[config.mk]
export PLATFORM = sky130hd
export DESIGN_NAME = tiny_soc_mmio_dev
export DESIGN_NICKNAME = d
export VERILOG_FILES = /design/src/rtl/tiny_soc_mmio_pkg.sv /design/src/rtl/ift_taint_fifo.sv /design/src/rtl/tiny_soc_mmio_dev.sv
export SDC_FILE = /design/constraint.sdc
export NUM_CORES = 1
export LEC_CHECK = 0
export BUFFER_PORTS_ARGS = -buffer_cell sky130_fd_sc_hd__buf_4
export CAP_MARGIN = 10
export CORE_MARGIN = 4
export CORE_UTILIZATION = 34
export DETAILED_ROUTE_END_ITERATION = 12
export SYNTH_ARGS = -nofsm -noshare
export SYNTH_HDL_FRONTEND = slang
export SYNTH_SLANG_ARGS = --single-unit
[constraint.sdc]
create_clock -name clk_i -period 6.4 [get_ports clk_i]
set_clock_uncertainty 0.2 [all_clocks]
set_input_delay 0.96 -clock clk_i [delete_from_list [all_inputs] [get_ports clk_i]]
set_output_delay 0.96 -clock clk_i [all_outputs]
set_load 0.005 [all_outputs]
[src/rtl/tiny_soc_mmio_pkg.sv]
// tiny_soc_mmio_pkg
// Shared definitions for the tiny SoC MMIO device:
//   - byte offsets of the four 64-bit registers inside the 32-byte window
//   - reg_sel_e, the register select decoded from offset[4:3]
//   - STATUS register field positions
package tiny_soc_mmio_pkg;

  localparam logic [4:0] OFF_STOP    = 5'h00;
  localparam logic [4:0] OFF_CONSOLE = 5'h08;
  localparam logic [4:0] OFF_CYCLE   = 5'h10;
  localparam logic [4:0] OFF_STATUS  = 5'h18;

  typedef enum logic [1:0] {
    SEL_STOP    = 2'd0,
    SEL_CONSOLE = 2'd1,
    SEL_CYCLE   = 2'd2,
    SEL_STATUS  = 2'd3
  } reg_sel_e;

  localparam int STATUS_OVF_BIT = 63;
  localparam int STATUS_CNT_LSB = 0;
  localparam int STATUS_CNT_W   = 16;

endpackage

[src/rtl/ift_taint_fifo.sv]
// ift_taint_fifo
// Synchronous FIFO carrying a data word plus a same-width taint word.
// Taint storage exists only when TINY_SOC_MMIO_TAINT_EN is defined;
// otherwise taint_o is tied to 0 and taint_i is ignored.
// Ports:
//   clk_i, rst_ni      clock, async active-low reset
//   push_i / pop_i     enqueue data_i/taint_i, dequeue head
//   data_o / taint_o   head entry (undefined content while empty)
//   full_o / empty_o   occupancy flags
//   count_o            number of stored entries (0..Depth)
// A push while full is only honoured when a pop happens in the same cycle.
module ift_taint_fifo #(
  parameter int Width = 8,
  parameter int Depth = 8
) (
  input  logic                   clk_i,
  input  logic                   rst_ni,
  input  logic                   push_i,
  input  logic                   pop_i,
  input  logic [Width-1:0]       data_i,
  input  logic [Width-1:0]       taint_i,
  output logic [Width-1:0]       data_o,
  output logic [Width-1:0]       taint_o,
  output logic                   full_o,
  output logic                   empty_o,
  output logic [$clog2(Depth):0] count_o
);

  localparam int PtrW = $clog2(Depth);
  localparam int CntW = PtrW + 1;

  // Pointers carry one wrap bit so full and empty are distinguishable.
  logic [PtrW:0]      wptr_q, rptr_q;
  logic [Width-1:0]   data_mem [Depth];
  logic               do_push, do_pop;

  assign count_o = wptr_q - rptr_q;
  assign full_o  = (count_o == CntW'(Depth));
  assign empty_o = (wptr_q == rptr_q);
  assign do_pop  = pop_i & ~empty_o;
  assign do_push = push_i & (~full_o | do_pop);
  assign data_o  = data_mem[rptr_q[PtrW-1:0]];

  always_ff @(posedge clk_i or negedge rst_ni) begin
    if (!rst_ni) begin
      wptr_q <= '0;
      rptr_q <= '0;
    end else begin
      if (do_push) wptr_q <= wptr_q + 1'b1;
      if (do_pop)  rptr_q <= rptr_q + 1'b1;
    end
  end

  always_ff @(posedge clk_i) begin
    if (do_push) data_mem[wptr_q[PtrW-1:0]] <= data_i;
  end

`ifdef TINY_SOC_MMIO_TAINT_EN
  logic [Width-1:0] taint_mem [Depth];

  assign taint_o = taint_mem[rptr_q[PtrW-1:0]];

  always_ff @(posedge clk_i) begin
    if (do_push) taint_mem[wptr_q[PtrW-1:0]] <= taint_i;
  end
`else
  logic unused_taint;

  assign taint_o      = '0;
  assign unused_taint = ^taint_i;
`endif

endmodule

[src/rtl/tiny_soc_mmio_dev.sv]
// tiny_soc_mmio_dev
// Taint-tracking MMIO target with four 64-bit registers in a 32-byte window
// at BaseAddr: STOP (sticky halt + exit code), CONSOLE (byte FIFO drained over
// a valid/ready stream), CYCLE (free-running counter), STATUS (overflow flag
// and FIFO count). Reads return one cycle after the request; rdata holds
// between reads.
// Ports:
//   clk_i, rst_ni                       clock, async active-low reset
//   mmio_{req,we,addr,wdata,strb}_i     request port, each with a _t0 taint shadow
//   mmio_rdata_o / _t0                  read data and taint
//   stop_o / stop_o_t0, stop_code_o     halt flag, its taint, exit code
//   console_valid_o / console_ready_i   console stream handshake
//   console_data_o / _t0                console byte and taint
// Build option: define TINY_SOC_MMIO_TAINT_EN for taint storage and
// propagation; without it every _t0 output is 0 and _t0 inputs are ignored.
module tiny_soc_mmio_dev
  import tiny_soc_mmio_pkg::*;
#(
  parameter int                   AddrWidth = 32,
  parameter int                   DataWidth = 64,
  parameter int                   StrbWidth = DataWidth >> 3,
  parameter logic [AddrWidth-1:0] BaseAddr  = 32'h1000_0000,
  parameter int                   FifoDepth = 8
) (
  input  logic                 clk_i,
  input  logic                 rst_ni,
  input  logic                 mmio_req_i,
  input  logic                 mmio_req_i_t0,
  input  logic                 mmio_we_i,
  input  logic                 mmio_we_i_t0,
  input  logic [AddrWidth-1:0] mmio_addr_i,
  input  logic [AddrWidth-1:0] mmio_addr_i_t0,
  input  logic [DataWidth-1:0] mmio_wdata_i,
  input  logic [DataWidth-1:0] mmio_wdata_i_t0,
  input  logic [StrbWidth-1:0] mmio_strb_i,
  input  logic [StrbWidth-1:0] mmio_strb_i_t0,
  output logic [DataWidth-1:0] mmio_rdata_o,
  output logic [DataWidth-1:0] mmio_rdata_o_t0,
  output logic                 stop_o,
  output logic                 stop_o_t0,
  output logic [31:0]          stop_code_o,
  output logic                 console_valid_o,
  input  logic                 console_ready_i,
  output logic [7:0]           console_data_o,
  output logic [7:0]           console_data_o_t0
);

  localparam int CntW = $clog2(FifoDepth) + 1;

  logic [AddrWidth-1:0] offset;
  logic                 hit, wr, rd;
  reg_sel_e             sel;
  logic                 stop_wr, con_wr, ovf_evt, ovf_clr;
  logic                 pop, push, full, empty;
  logic [CntW-1:0]      count;
  logic [7:0]           head, head_t, push_t;
  logic [DataWidth-1:0] rd_val, rdata_q, cycle_q;
  logic                 stop_q, ovf_q;
  logic [31:0]          code_q;
  logic                 unused_bits;

  // Addresses below BaseAddr wrap to huge offsets and miss naturally.
  assign offset = mmio_addr_i - BaseAddr;
  assign hit    = (offset[AddrWidth-1:5] == '0);
  assign sel    = reg_sel_e'(offset[4:3]);
  assign wr     = mmio_req_i & mmio_we_i & hit;
  assign rd     = mmio_req_i & ~mmio_we_i;

  assign stop_wr = wr & (sel == SEL_STOP) & mmio_strb_i[0] & ~stop_q;
  assign con_wr  = wr & (sel == SEL_CONSOLE) & mmio_strb_i[0];
  assign ovf_clr = wr & (sel == SEL_STATUS) & mmio_strb_i[0] & mmio_wdata_i[0];
  assign pop     = ~empty & console_ready_i;
  assign push    = con_wr & (~full | pop);
  assign ovf_evt = con_wr & full & ~pop;

  assign unused_bits = ^{mmio_wdata_i[DataWidth-1:32], mmio_strb_i[StrbWidth-1:1]};

  ift_taint_fifo #(
    .Width (8),
    .Depth (FifoDepth)
  ) u_fifo (
    .clk_i   (clk_i),
    .rst_ni  (rst_ni),
    .push_i  (push),
    .pop_i   (pop),
    .data_i  (mmio_wdata_i[7:0]),
    .taint_i (push_t),
    .data_o  (head),
    .taint_o (head_t),
    .full_o  (full),
    .empty_o (empty),
    .count_o (count)
  );

  always_comb begin
    rd_val = '0;
    if (hit) begin
      case (sel)
        SEL_STOP:   rd_val = {31'b0, stop_q, code_q};
        SEL_CYCLE:  rd_val = cycle_q;
        SEL_STATUS: begin
          rd_val[STATUS_OVF_BIT] = ovf_q;
          rd_val[STATUS_CNT_LSB +: STATUS_CNT_W] = STATUS_CNT_W'(count);
        end
        default:    rd_val = '0;
      endcase
    end
  end

  always_ff @(posedge clk_i or negedge rst_ni) begin
    if (!rst_ni) begin
      rdata_q <= '0;
      cycle_q <= '0;
      stop_q  <= 1'b0;
      code_q  <= '0;
      ovf_q   <= 1'b0;
    end else begin
      cycle_q <= cycle_q + 1'b1;
      if (rd) rdata_q <= rd_val;
      if (stop_wr) begin
        stop_q <= 1'b1;
        code_q <= mmio_wdata_i[31:0];
      end
      // A drop in the same cycle as a clear leaves the flag set.
      if (ovf_evt)      ovf_q <= 1'b1;
      else if (ovf_clr) ovf_q <= 1'b0;
    end
  end

  assign mmio_rdata_o    = rdata_q;
  assign stop_o          = stop_q;
  assign stop_code_o     = code_q;
  assign console_valid_o = ~empty;
  assign console_data_o  = empty ? 8'h00 : head;

`ifdef TINY_SOC_MMIO_TAINT_EN
  logic                 ctl_t, stop_t_q, ovf_t_q;
  logic [DataWidth-1:0] rd_t, rdata_t_q;
  logic                 unused_taint;

  assign ctl_t  = mmio_req_i_t0 | mmio_we_i_t0 | (|mmio_addr_i_t0);
  assign push_t = mmio_wdata_i_t0[7:0] | {8{mmio_strb_i_t0[0] | ctl_t}};
  assign unused_taint = ^{mmio_wdata_i_t0[DataWidth-1:32], mmio_strb_i_t0[StrbWidth-1:1]};

  // A tainted request makes the whole read result tainted, hit or miss.
  always_comb begin
    rd_t = '0;
    if (ctl_t) begin
      rd_t = '1;
    end else if (hit) begin
      case (sel)
        SEL_STOP:   rd_t = {31'b0, stop_t_q, {32{stop_t_q}}};
        SEL_STATUS: rd_t[STATUS_OVF_BIT] = ovf_t_q;
        default:    rd_t = '0;
      endcase
    end
  end

  always_ff @(posedge clk_i or negedge rst_ni) begin
    if (!rst_ni) begin
      rdata_t_q <= '0;
      stop_t_q  <= 1'b0;
      ovf_t_q   <= 1'b0;
    end else begin
      if (rd) rdata_t_q <= rd_t;
      if (stop_wr) stop_t_q <= ctl_t | mmio_strb_i_t0[0] | (|mmio_wdata_i_t0[31:0]);
      if (ovf_evt)      ovf_t_q <= ctl_t;
      else if (ovf_clr) ovf_t_q <= 1'b0;
    end
  end

  assign mmio_rdata_o_t0   = rdata_t_q;
  assign stop_o_t0         = stop_t_q;
  assign console_data_o_t0 = empty ? 8'h00 : head_t;
`else
  logic unused_taint;

  assign push_t            = '0;
  assign mmio_rdata_o_t0   = '0;
  assign stop_o_t0         = 1'b0;
  assign console_data_o_t0 = '0;
  assign unused_taint = ^{mmio_req_i_t0, mmio_we_i_t0, mmio_addr_i_t0,
                          mmio_wdata_i_t0, mmio_strb_i_t0, head_t};
`endif

endmodule

Yosys cells after proc, flatten, opt, wreduce, memory -nomap -nowiden
Memory sizes are Yosys's and may differ from the RTL's. Index checks and enable logic that the tools add are counted.

Register bits after elaboration: 170. Memory bits (writable): 64. Bits of input ports: 215. Output and inout bits: 179. Memories: 1.

Memory list: u_fifo.data_mem (depth 8, bits a word 8, read ports 1, clocked after Yosys merged registers in 0, write ports 1, RTL line ift_taint_fifo.sv:34) `logic [Width-1:0] data_mem [Depth];`.

Add/subtract/negate cells: 5. Eq/ne operators: 5. Mux-type cells: 9. Bitwise logic cells: 24. Reductions and logical operators: 3.

Operator list (count): $pmux W47 S2 (1); $add A64 B1 Y64 const B (1); $mux W64 (1); $pmux W16 S3 (1); $sub A32 B29 Y32 const B (1); $logic_not A27 Y1 (1); $and A1 B1 Y1 (17); $add A4 B1 Y4 const B (2); $mux W8 (1); $not A1 Y1 (5); $eq A2 B2 Y1 const B (2); $eq A4 B4 Y1 (1); $eq A4 B4 Y1 const B (1); $mux W1 (4); $sub A4 B4 Y4 (1); $eq A2 B1 Y1 const B (1); $logic_not A2 Y1 (1); $or A1 B1 Y1 (2); $pmux W1 S2 (1); $reduce_bool A2 Y1 (1).

Logic depth before layout (Yosys ltp)
Gate-level depths: netlist (run 1).

Depth after elaboration: 9. Mapped depth: 10. Gate-level depth less buffers: 9.

Modules after synthesis
Synthesis (run 1) repeated with hierarchy kept, for this count alone.

Cell total of the unflattened synthesis: 831. Area, all modules: 10620.2 µm².

Modules (own cells, without submodules): tiny_soc_mmio_dev (times used 1, cells each 654, area each 7601.0 µm², seq. area each 4053.9 µm²); ift_taint_fifo (times used 1, cells each 177, area each 3019.1 µm², seq. area each 2122.0 µm²).

Worst setup path after synthesis (run 1)
Ideal clock, no wire load.

Path type: register to register. Start: register u_fifo.rptr_q[1]. End: memory u_fifo.data_mem[6][0], enable pin. Library setup time: 0.383 ns. Arrival: 2.903 ns. Data required time: 5.817 ns. Setup slack: 2.914 ns. Cell stages (with the launch flop): 10. Buffers on the path: 2. Clock period less this slack: 3.486 ns. Path through: dfrtp_1 > clkbuf_1 > clkbuf_1 > inv_1 > ha_1 > and3b_1 > or3_1 > nand4_1 > nand4_1 > nor3_1.

Cells in the longest elaborated chain, start to end: 8. Elaborated cells between the ends (all ways): 13. Classes of those cells: 1 x add/sub; 2 x eq/ne; 2 x mux; 8 x bitwise.

RTL lines: from (decl) (RTL line ift_taint_fifo.sv:33) `logic [PtrW:0] wptr_q, rptr_q;`; from (signal assigned) (RTL line ift_taint_fifo.sv:50) `if (do_pop) rptr_q <= rptr_q + 1'b1;`; $sub A4 B4 Y4 / $eq A4 B4 Y1 (equally long branches) (RTL line ift_taint_fifo.sv:37, ift_taint_fifo.sv:39); $eq A4 B4 Y1 / $not A1 Y1 (equally long branches) (RTL line ift_taint_fifo.sv:38, ift_taint_fifo.sv:40, tiny_soc_mmio_dev.sv:72); $not A1 Y1 / $and A1 B1 Y1 (equally long branches) (RTL line ift_taint_fifo.sv:41, tiny_soc_mmio_dev.sv:73, tiny_soc_mmio_dev.sv:72); $or A1 B1 Y1 / $and A1 B1 Y1 (equally long branches) (RTL line tiny_soc_mmio_dev.sv:73, ift_taint_fifo.sv:40); $and A1 B1 Y1 / $or A1 B1 Y1 (equally long branches) (RTL line tiny_soc_mmio_dev.sv:73, ift_taint_fifo.sv:41); $and A1 B1 Y1 * (RTL line ift_taint_fifo.sv:41) `assign do_push = push_i & (~full_o | do_pop);`; $mux W1 * (RTL line ift_taint_fifo.sv:55) `if (do_push) data_mem[wptr_q[PtrW-1:0]] <= data_i;`; $mux W1 (not written as such) * (RTL line ift_taint_fifo.sv:55); to (decl) (RTL line ift_taint_fifo.sv:34).

Mark *: on every way between the ends. The rest lies on a longest branch, timed or not.

Worst setup path in the final report (run 1)
Start: register u_fifo.rptr_q[2]. End: output console_data_o[5].

Cells in the longest elaborated chain, start to end: 2. Elaborated cells between the ends (all ways): 3. Classes of those cells: 1 x eq/ne; 1 x mux; 1 x memory.

RTL lines: $mem_v2 Z8 W8 / $eq A4 B4 Y1 (equally long branches); $mux W8 * (RTL line tiny_soc_mmio_dev.sv:134) `assign console_data_o = empty ? 8'h00 : head;`; to (decl) (RTL line tiny_soc_mmio_dev.sv:44) `output logic [7:0] console_data_o,`.

Marks and branches as above.

==> summary.txt, run 1 <==
Power and ir drop
  • Sw power: 894 uW
  • Peak VDD IR: 0.168 mV
  • Power Internal: ~2.7 mW
  • Seq pwr share: 44.4%
  • Comb power frac: 13.5%
  • LEAKAGE: 6.06 nW
  • Cell Pwr Density: 276 mW/mm^2
  • Switch share: 24.9%
  • Total design power: 3.59 mW
  • Clock share of power: between 40% and 50%

Routing
  • Starting DRT DRC Count: 364
  • Initial DRT Pass Iterations: 4
  • Vias: 6890
  • Routed wire per std cell: 17.6 um
  • Total Routed Length: 25.1 mm
  • Vias/cell: 4.83
  • Detail Route Antenna Nets: 0
  • Drc violations: 0

CTS
  • Clk sink count: 234
  • Clock buffer depth: 3
  • Clock Pin Slew Worst Setup and Hold Paths: 60 ps
  • Hold-fix buffers, CTS: 0
  • Post-cts gate resize count: 0
  • Clk_lat worst skew: 540 ps
  • Root Driver: clkbuf_16
  • H-tree depth: 1
  • CTS tree: built
  • TritonCTS Buffers: 26
  • Post-CTS Setup Inserts: 0

Worst setup path
  • Worst R2R Setup Slack: 2410 ps
  • Worst-path maximum fanout: 11
  • CP arrival: 3370 ps
  • Critical Path RT: between 5000 and 6000 ps
  • Reg-to-Reg End: u_fifo.data_mem[1][2]
  • Worst R2R Path Depth: 7
  • Critical path start-end classification: reg2out
  • Worst R2R Start: u_fifo.rptr_q[2]
  • Critical path capture point type: primary output
  • CP Launch Type: flip-flop

Timing
  • Slew headroom: 23.0%
  • RSZ-0062 raised after global routing: no
  • Worst-margin pin slew: 1160 ps
  • Setup violators final: 0
  • Slew Limit Fails: 0
  • Tcrit/Tclk final: 70.8%
  • Setup TNS: 0 ps
  • Tmin final: approximately 4500 ps
  • Final Hold Fails: 0
  • Fmax: 0.221 GHz

Die
  • Initial core utilization: around a third
  • Num ports: slightly below 400
  • Die W: 185 um
  • # rows: 64
  • Die height: 185 um
  • Area of the core: 0.0308 mm^2
  • Die area: 0.0343 mm^2

Logic synthesis
  • Post-synthesis compound-gate area fraction: 5.95%
  • Adder-cell share of the synthesized area: 1.01%
  • Post-synthesis xor/xnor area fraction: between 5 and 6%
  • Sequential-to-total area share from yosys stat: 57.8%
  • Top cells by area, synth: dfrtp_1, edfxtp_1, buf_4
  • Post-synthesis mux area share: 11.1%
  • Syn_area_per_cell: 12.7 um^2
  • #FFs+latches synth: 234
  • Synth unique cells: 47
  • Post-synth top area share: 39.8%
  • Largest family of logic cells by synthesized area: multiplexers
  • Post-Syn Instances: between 800 and 900
  • Simple-gate share of the synthesized area: 10.8%
  • Post-Syn Area: between 0.01 and 0.015 mm^2
  • Synth area leader: dfrtp_1
  • Syn. warnings: 0

Worst hold path
  • Hold crit path type: in2async

Cells and area
  • Final Non-Filler Cells: 1426
  • Synth-to-Final Area Change: 21.7%
  • Leading cell type in the layout, fill and taps excluded: buf_4
  • Layout cells sized above 1: a little over a quarter
  • Ant. Diodes: 0
  • Fin util: 42.2%
  • Post-route cell area: 0.0130 mm^2
  • Commonest cells after routing, fill and taps aside: buf_4, dfrtp_1, nand2_1
  • Nets: between 1000 and 1500

GRT
  • First-pass GRT wire length: between 30 and 40 mm
  • Vias in the first global route: 7097
  • Initial antenna violation count: 0
  • Largest net degree at the start of global routing: 97
  • Total GRT Usage: 14.4%
  • Grt ovf: 0

Run status
  • Status: complete, no violations

Place
  • Final HPWL DP: 17.1 mm
  • Port Buffer Count: approximately 170
  • Final GP Congestion: 0.747
  • Total placed instance area: around 0.012 mm^2
  • DP Cell Count: about 1400

Flow run
  • Number of max-cap violations: 0
## Yosys cell counts, drive strengths merged
| cell type | n |
|---|---|
| o22ai | 2 |
| or3 | 6 |
| and2 | 2 |
| nor2 | 28 |
| nand4 | 24 |
| o21ai | 6 |
| ha | 7 |
| o31ai | 32 |
| fa | 1 |
| mux4 | 16 |
| a21oi | 8 |
| conb | 1 |
| nand2b | 2 |
| or2 | 1 |
| a21o | 1 |
| a41oi | 1 |
| nand3 | 29 |
| edfxtp | 64 |
| clkbuf | 30 |
| a22o | 30 |
| mux2 | 33 |
| o21bai | 1 |
| dfrtp | 170 |
| inv | 17 |
| nor4 | 11 |
| nor3 | 19 |
| and3 | 18 |
| xnor2 | 43 |
| a32o | 1 |
| buf | 83 |
| and3b | 2 |
| nand2 | 78 |
| mux2i | 34 |
| a31oi | 1 |
| and4 | 6 |
| nor4b | 2 |
| a41o | 1 |
| clkinv | 1 |
| nor2b | 2 |
| xor2 | 29 |
## flip-flops by register name, indices dropped and copies added, names as in the netlist
register / count
cycle_q: 64
mmio_rdata_o: 64
ovf_q: 1
u_fifo.rptr_q: 4
u_fifo.wptr_q: 4
stop_code_o: 32
stop_o: 1
u_fifo.data_mem: 64
## stage by stage
step / hold WS (ps) / worst slack, ps
global route: 228 / 1690
detailed placement: 271 / 2010
global placement: 262 / 2040
CTS: 184 / 1810
finish: 190 / 1870
floorplan: 241 / 2910
## critical path: stages (launching register included)
cell	delay [ps]
dfrtp_1	650
clkinv_1	470
ha_1	500
nand3_1	120
nor2_1	700
a21oi_1	180
buf_4	200
## worst max-delay path by stage
stage                                 end              from  cells past startpoint  slack [ps]
finish                  console_data_o[5]  u_fifo.rptr_q[2]                      6        1870
global route            console_data_o[5]  u_fifo.rptr_q[2]                      6        1690
CTS                     console_data_o[5]  u_fifo.rptr_q[2]                      6        1810
detailed placement        stop_code_o[11]   mmio_addr_i[20]                      7        2010
global placement          stop_code_o[11]   mmio_addr_i[20]                      7        2040
floorplan           u_fifo.data_mem[6][0]  u_fifo.rptr_q[1]                      9        2910
## logic make-up (layout without fill, tap and decap cells)
family	after synthesis	count (layout)
fa+ha+maj	8	8
xor+xnor	72	72
other cells	1	73
compound gates	84	84
buf+inv	131	246
flops	234	234
simple gates	230	230
mux	83	83
## per-layer routing
layer  GRT usage, %  share of wire, %  vias up
met5              0                 0        -
met4           3.46               2.0        0
met3           3.36               6.1       38
met2           23.8                48      205
met1           19.5                44     3429
li1               -                 -     3218
## power by group through the flow
| stage | registers, mW | logic (mW) | clock network [mW] |
|---|---|---|---|
| floorplan | 1.59 | 0.347 | 0 |
| global placement | 1.62 | 0.488 | 0 |
| detailed placement | 1.62 | 0.491 | 0 |
| CTS | 1.59 | 0.493 | 1.56 |
| global route | 1.60 | 0.543 | 1.61 |
| finish | 1.59 | 0.485 | 1.51 |
## cell type report
class                      count  area [um^2]
timing repair buffer         180         1380
fill                        2922        17800
multi-input combinational    550         4000
clock buffer                  32          703
tap                          396          495
sequential                   234         6180
inverter                      18         67.6
clock inverter                16          178
No activity file was read; power rests on OpenSTA's default activity.
==> inputs of run 2 (changes only) <==
==> constraint.sdc (replaced) <==
create_clock -name clk_i -period 4.2 [get_ports clk_i]
set_clock_uncertainty 0.2 [all_clocks]
set_input_delay 0.63 -clock clk_i [delete_from_list [all_inputs] [get_ports clk_i]]
set_output_delay 0.63 -clock clk_i [all_outputs]
set_load 0.005 [all_outputs]
==> run 2 against run 1 <==
The flow now finishes with violations (negative hold slack). Highest routed layer unchanged. Clock power rose by 44%. Total power grew 49%. Die area unchanged. Register-to-register slack got worse by 1400 ps. Critical path type unchanged. Non-clock buffer count grew 12. Sequential power up 50%.
==> summary.txt, run 2 (synthesis gave the netlist of run 1 again) <==
Die
  • Die height: 185 um (unchanged)
  • Die area: 0.0343 mm^2 (unchanged)
  • Initial core utilization: 34.7% (unchanged)
  • # rows: 64 (unchanged)
  • Area of the core: 0.0308 mm^2 (unchanged)
  • Num ports: 394 (unchanged)
  • Die W: 185 um (unchanged)

Worst setup path
  • CP arrival: 2520 ps (was 3370 ps)
  • Worst-path maximum fanout: 11 (unchanged)
  • Reg-to-Reg End: u_fifo.data_mem[7][3] (was u_fifo.data_mem[1][2])
  • Crit path buf inv count: 3 (was 2)
  • Worst R2R Path Depth: 6 (was 7)
  • Worst Setup SP: u_fifo.rptr_q[2] (unchanged)
  • CP delay by family, top: flip-flops (was simple AND/OR/NAND/NOR gates)
  • Most frequent CP cell: buf_4
  • Ordered list of cells on the worst path: clkinv_1 -> ha_1 -> nand3_1 -> nor2_1 -> buf_4 -> a21oi_1 -> buf_4 (was clkinv_1 -> ha_1 -> nand3_1 -> nor2_1 -> a21oi_1 -> buf_4)
  • Slowest-stage cell, CP: dfrtp_1 (was nor2_1)
  • CP Launch Type: flip-flop (unchanged)
  • Worst R2R Start: u_fifo.rptr_q[2] (unchanged)
  • Critical path capture point type: primary output (unchanged)
  • Critical path start-end classification: reg2out (unchanged)
  • Critical Path RT: 3370 ps (was 5240 ps)
  • Worst R2R Setup Slack: 1060 ps (was 2410 ps)
  • CP max stage delay: 640 ps (was 700 ps)

GRT
  • First-pass GRT wire length: 40.0 mm (was 39.7 mm)
  • Vias in the first global route: 6953 (was 7097)
  • Largest net degree at the start of global routing: 97 (unchanged)
  • Initial antenna violation count: 0 (unchanged)
  • Grt ovf: 0 (unchanged)
  • Total GRT Usage: 14.7% (was 14.4%)

Power and ir drop
  • Clock share of power: 40.6% (was 42.1%)
  • Power Internal: 3.99 mW (was 2.70 mW)
  • Comb power frac: 14.7% (was 13.5%)
  • Seq pwr share: 44.7% (was 44.4%)
  • Sw power: 1.37 mW (was 894 uW)
  • LEAKAGE: 6.10 nW (was 6.06 nW)
  • Cell Pwr Density: 412 mW/mm^2 (was 276 mW/mm^2)
  • Switch share: 25.6% (was 24.9%)
  • Peak VDD IR: 0.281 mV (was 0.168 mV)

Worst hold path
  • Hold crit path type: in2async (unchanged)

Timing
  • Slew headroom: 31.9% (was 23.0%)
  • Setup violators final: 0 (unchanged)
  • Min setup slack post-route: 847 ps (was 1870 ps)
  • Slew Limit Fails: 0 (unchanged)
  • Tcrit/Tclk final: 79.8%
  • Worst hold slack: -24.6 ps (was 190 ps)
  • RSZ-0062 raised after global routing: no (unchanged)
  • Setup TNS: 0 ps (unchanged)
  • Tmin final: ~3400 ps
  • Fmax: 0.298 GHz
  • Worst-margin pin slew: 1020 ps (was 1160 ps)
  • Final Hold Fails: 7 (was 0)

Routing
  • Vias/cell: 4.82 (was 4.83)
  • Initial DRT Pass Iterations: 4 (unchanged)
  • Drc violations: 0 (unchanged)
  • Starting DRT DRC Count: 477 (was 364)
  • Total Routed Length: 25.4 mm (was 25.1 mm)
  • Vias: 6926 (was 6890)
  • Routed wire per std cell: 17.7 um (was 17.6 um)
  • Detail Route Antenna Nets: 0 (unchanged)

CTS
  • Root Driver: clkbuf_16 (unchanged)
  • CTS tree: built (unchanged)
  • TritonCTS Buffers: 27 (was 26)
  • Clock Pin Slew Worst Setup and Hold Paths: 60 ps (about the same)
  • H-tree depth: 1 (unchanged)
  • Hold-fix buffers, CTS: 0 (unchanged)
  • Post-CTS Setup Inserts: 0 (unchanged)
  • Clk sink count: 234 (unchanged)
  • Post-cts gate resize count: 0 (unchanged)
  • Clock buffer depth: 3 (unchanged)
  • Clk_lat worst skew: 540 ps (about the same)

Flow run
  • Number of max-cap violations: 0 (unchanged)

Place
  • DP Cell Count: 1390 (was 1377)
  • Pre-CTS setup slack: 849 ps (was 2010 ps)
  • Port Buffer Count: 172 (unchanged)
  • Final GP Congestion: 0.763 (was 0.747)
  • Final HPWL DP: 17.6 mm (was 17.1 mm)
  • Total placed instance area: 0.0122 mm^2 (was 0.0121 mm^2)

Run status
  • Violated checks: negative hold slack
  • Status: complete, but fails checks (was complete, no violations)

Cells and area
  • Synth-to-Final Area Change: 21.7% (about the same)
  • Ant. Diodes: 0 (unchanged)
  • Number of fill cells: 2889 (was 2922)
  • Final Non-Filler Cells: 1438 (was 1426)
  • Post-route cell area: 0.0130 mm^2 (about the same)
  • Nets: 1246 (was 1233)
  • Commonest cells after routing, fill and taps aside: buf_4, dfrtp_1, nand2_1 (unchanged)
  • Layout cells sized above 1: 27.6% (was 26.9%)
  • Leading cell type in the layout, fill and taps excluded: buf_4 (unchanged)
==> run 2: cell types whose count changed in the layout (fill, tap and decap cells not counted), moves of 2 or more <==
| cell | change |
|---|---|
| buf_4 | +13 |
| bufinv_16 | -3 |
| clkinv_1 | -2 |
| clkinv_2 | +2 |
| clkinv_8 | -2 |
| nor3_1 | +2 |
| nor3_2 | -2 |
==> run 2: how the worst max path moves through the flow <==
| stage | to | depth (start not counted) |
|---|---|---|
| floorplan | u_fifo.data_mem[6][0] | 9 |
| global placement | u_fifo.data_mem[7][7] | 5 |
| detailed placement | u_fifo.data_mem[7][5] | 5 |
| CTS | console_data_o[5] | 7 |
| global route | console_data_o[5] | 7 |
| finish | console_data_o[5] | 7 |
==> run 2: routing by layer <==
layer	global-route usage [%]	part of all wire (%)
met1	20.2	44
met2	24.0	48
met3	3.40	6.6
met4	2.94	1.6
met5	0	0
==> run 2: final cells by class <==
| class | count | area (um^2) | area share (%) |
|---|---|---|---|
| timing repair buffer | 192 | 1450 | 11.1 |
| tap | 396 | 495 | 3.81 |
| clock buffer | 34 | 732 | 5.63 |
| multi-input combinational | 550 | 3990 | 30.7 |
| clock inverter | 14 | 95.1 | 0.731 |
| sequential | 234 | 6180 | 47.5 |
| inverter | 18 | 67.6 | 0.520 |
==> run 2: power by group through the flow <==
stage               combinational (mW)  clock [mW]  sequential (mW)
floorplan                        0.529           0             2.42
global placement                 0.796           0             2.44
detailed placement               0.801           0             2.44
CTS                              0.805        2.24             2.39
global route                     0.885        2.34             2.40
finish                           0.786        2.18             2.39
==> run 2: per-stage QoR <==
| step | power (mW) | util [%] |
|---|---|---|
| after floorplan | 2.95 | - |
| after global placement | 3.23 | 39.5 |
| after detailed placement | 3.24 | 39.5 |
| after CTS | 5.44 | 42.2 |
| after global routing | 5.62 | 42.2 |
| final | 5.36 | 42.2 |
==> inputs of run 3 (changes only) <==
==> constraint.sdc (replaced) <==
create_clock -name clk_i -period 3.2 [get_ports clk_i]
set_clock_uncertainty 0.2 [all_clocks]
set_input_delay 0.48 -clock clk_i [delete_from_list [all_inputs] [get_ports clk_i]]
set_output_delay 0.48 -clock clk_i [all_outputs]
set_load 0.005 [all_outputs]
==> run 3 against run 2 <==
The run now ends clean. Via count grew 1.7%. First-iteration DRC count shrank 24%. Final cell count up 2.9%. Core utilization increased by 1.4 points. Critical path depth decreased by 2. Wire length up 0.22%. Highest routed layer is now met5.
==> summary.txt, run 3 (synthesis gave the netlist of run 1 again) <==
Place
  • Port Buffer Count: 172 (unchanged)
  • Total placed instance area: 0.0123 mm^2 (was 0.0122 mm^2)
  • Final HPWL DP: 18.0 mm (was 17.6 mm)
  • Final GP Congestion: 0.789 (was 0.763)

Timing
  • Worst-margin pin slew: 735 ps (was 1020 ps)
  • Final Hold Fails: 0 (was 7)
  • Setup TNS: 0 ps (unchanged)
  • Tcrit/Tclk final: 89.1%
  • Setup violators final: 0 (unchanged)
  • Tmin final: 2850 ps
  • Slew Limit Fails: 0 (unchanged)
  • Fmax: 0.351 GHz
  • RSZ-0062 raised after global routing: no (unchanged)
  • Slew headroom: 50.5% (was 31.9%)

Routing
  • Met2 Wirelength: 12.1 mm (was 12.2 mm)
  • Detail Route Antenna Nets: 0 (unchanged)
  • Drc violations: 0 (unchanged)
  • Vias/cell: 4.76 (was 4.82)
  • Routed wire per std cell: 17.2 um (was 17.7 um)
  • Met3 wire length: 1.74 mm (was 1.68 mm)
  • Met1 wire length: 11.2 mm (was 11.1 mm)
  • Initial DRT Pass Iterations: 4 (unchanged)
  • Total Routed Length: 25.5 mm (was 25.4 mm)
  • Top layer in use: met5 (was met4)
  • Starting DRT DRC Count: 364 (was 477)
  • Vias: 7042 (was 6926)

Worst setup path
  • Crit path buf inv count: 2 (was 3)
  • Worst-path maximum fanout: 19 (was 11)
  • Critical path capture point type: primary output (unchanged)
  • CP max stage delay: 570 ps (was 640 ps)
  • Slowest-stage cell, CP: mux4_2 (was dfrtp_1)
  • Critical path start-end classification: reg2out (unchanged)
  • Ordered list of cells on the worst path: buf_4 -> mux4_2 -> nand2_1 -> a21oi_1 -> buf_4 (was clkinv_1 -> ha_1 -> nand3_1 -> nor2_1 -> buf_4 -> a21oi_1 -> buf_4)
  • CP Launch Type: flip-flop (unchanged)
  • CP arrival: 2170 ps (was 2520 ps)
  • Critical Path RT: 2520 ps (was 3370 ps)
  • CP delay by family, top: multiplexers (was flip-flops)
  • Most frequent CP cell: buf_4 (unchanged)

Cells and area
  • Post-route cell area: 0.0134 mm^2 (was 0.0130 mm^2)
  • Commonest cells after routing, fill and taps aside: buf_4, dfrtp_1, nand2_1 (unchanged)
  • Fin util: 43.5% (was 42.2%)
  • Layout cells sized above 1: 27.1% (was 27.6%)
  • Synth-to-Final Area Change: 25.6% (was 21.7%)
  • Leading cell type in the layout, fill and taps excluded: buf_4 (unchanged)
  • Number of fill cells: 2883 (was 2889)
  • Nets: 1286 (was 1246)

Power and ir drop
  • Power Internal: 5.18 mW (was 3.99 mW)
  • Clock share of power: 39.0% (was 40.6%)
  • Cell Pwr Density: 517 mW/mm^2 (was 412 mW/mm^2)
  • Sw power: 1.77 mW (was 1.37 mW)
  • Total design power: 6.94 mW (was 5.36 mW)
  • Comb power frac: 16.1% (was 14.7%)
  • Peak VDD IR: 0.380 mV (was 0.281 mV)
  • Switch share: 25.5% (was 25.6%)
  • LEAKAGE: 6.27 nW (was 6.10 nW)
  • Seq pwr share: 44.9% (was 44.7%)

Die
  • Die area: 0.0343 mm^2 (unchanged)
  • # rows: 64 (unchanged)
  • Die W: 185 um (unchanged)
  • Die height: 185 um (unchanged)
  • Area of the core: 0.0308 mm^2 (unchanged)
  • Initial core utilization: 34.7% (unchanged)
  • Num ports: 394 (unchanged)

CTS
  • H-tree depth: 1 (unchanged)
  • Clock buffer depth: 3 (unchanged)
  • Clock Pin Slew Worst Setup and Hold Paths: 60 ps (about the same)
  • TritonCTS Buffers: 26 (was 27)
  • Clk_lat worst skew: 540 ps (about the same)
  • Clk sink count: 234 (unchanged)
  • CTS tree: built (unchanged)
  • Root Driver: clkbuf_16 (unchanged)

Flow run
  • Number of max-cap violations: 0 (unchanged)

GRT
  • First-pass GRT wire length: 40.3 mm (was 40.0 mm)
  • Total GRT Usage: 14.7% (about the same)
  • Largest net degree at the start of global routing: 72 (was 97)
  • Vias in the first global route: 7261 (was 6953)
  • Initial antenna violation count: 1 (was 0)
  • Grt ovf: 0 (unchanged)

Run status
  • Status: complete, no violations (was complete, but fails checks)

Worst hold path
  • Hold crit path type: in2reg (was in2async)
-- run 3: cell types whose count changed in the layout (fill, tap and decap cells not counted), moves of 2 or more --
cell / delta
dlygate4sd3_1: +31
buf_12: +5
buf_4: +5
clkbuf_1: +4
clkinv_1: +4
nor3_1: -3
nor3_2: +3
clkbuf_8: -2
clkinv_2: -2
-- run 3: path summary, 6_finish.rpt --
path                             startpoint                    end  slack (ps)  cells past startpoint
max reg2reg                      cycle_q[0]            cycle_q[60]         390                      6
min                         mmio_wdata_i[0]  u_fifo.data_mem[2][0]          30                      1
min in group asynchronous            rst_ni       mmio_rdata_o[37]         340                      2
max                        u_fifo.rptr_q[0]      console_data_o[5]         350                      5
min reg2reg                 mmio_rdata_o[4]        mmio_rdata_o[4]         280                      2
max in group asynchronous            rst_ni       mmio_rdata_o[57]        1700                      3
-- run 3: through the flow --
step | std cells | hold slack, ps | setup WS [ps]
floorplan | 915 | -15.6 | -95.5
finish | 1480 | 28.8 | 349
detailed placement | 1400 | 268 | 92.8
CTS | 1479 | 0.749 | 284
global route | 1479 | 11.8 | 127
global placement | 1400 | 261 | 109
-- run 3: cell type report --
type                    instances  area [um^2]  share of cell area (%)
flip-flops and latches        234         6180                    46.0
multi-input cells             550         4010                    29.9
repair buffers                233         1890                    14.1
clock buffers                  35          694                    5.17
well taps                     396          495                    3.69
clock inverters                13         85.1                   0.634
inverters                      18         67.6                   0.503
diodes                          1         2.50                  0.0186
-- run 3: repair_timing --
action	CTS	global route
hold endpoints to repair	140	0
hold buffers	31	0
resized for setup	0	0
setup buffers	0	0
-- run 3: power by group through the flow --
stage	Clock, mW	Sequential (mW)	Combinational, mW
2_1_floorplan	0	3.17	0.694
4_1_cts	2.80	3.12	1.14
3_5_place_dp	0	3.17	1.11
3_3_place_gp	0	3.17	1.10
6_report	2.71	3.12	1.12
5_1_grt	2.93	3.12	1.26
-- run 3: layer usage --
layer | vias to the layer above | global-route usage, %
met4 | 2 | 2.82
met5 | - | 0
met3 | 33 | 3.71
met2 | 223 | 24.6
met1 | 3463 | 19.6
li1 | 3321 | -
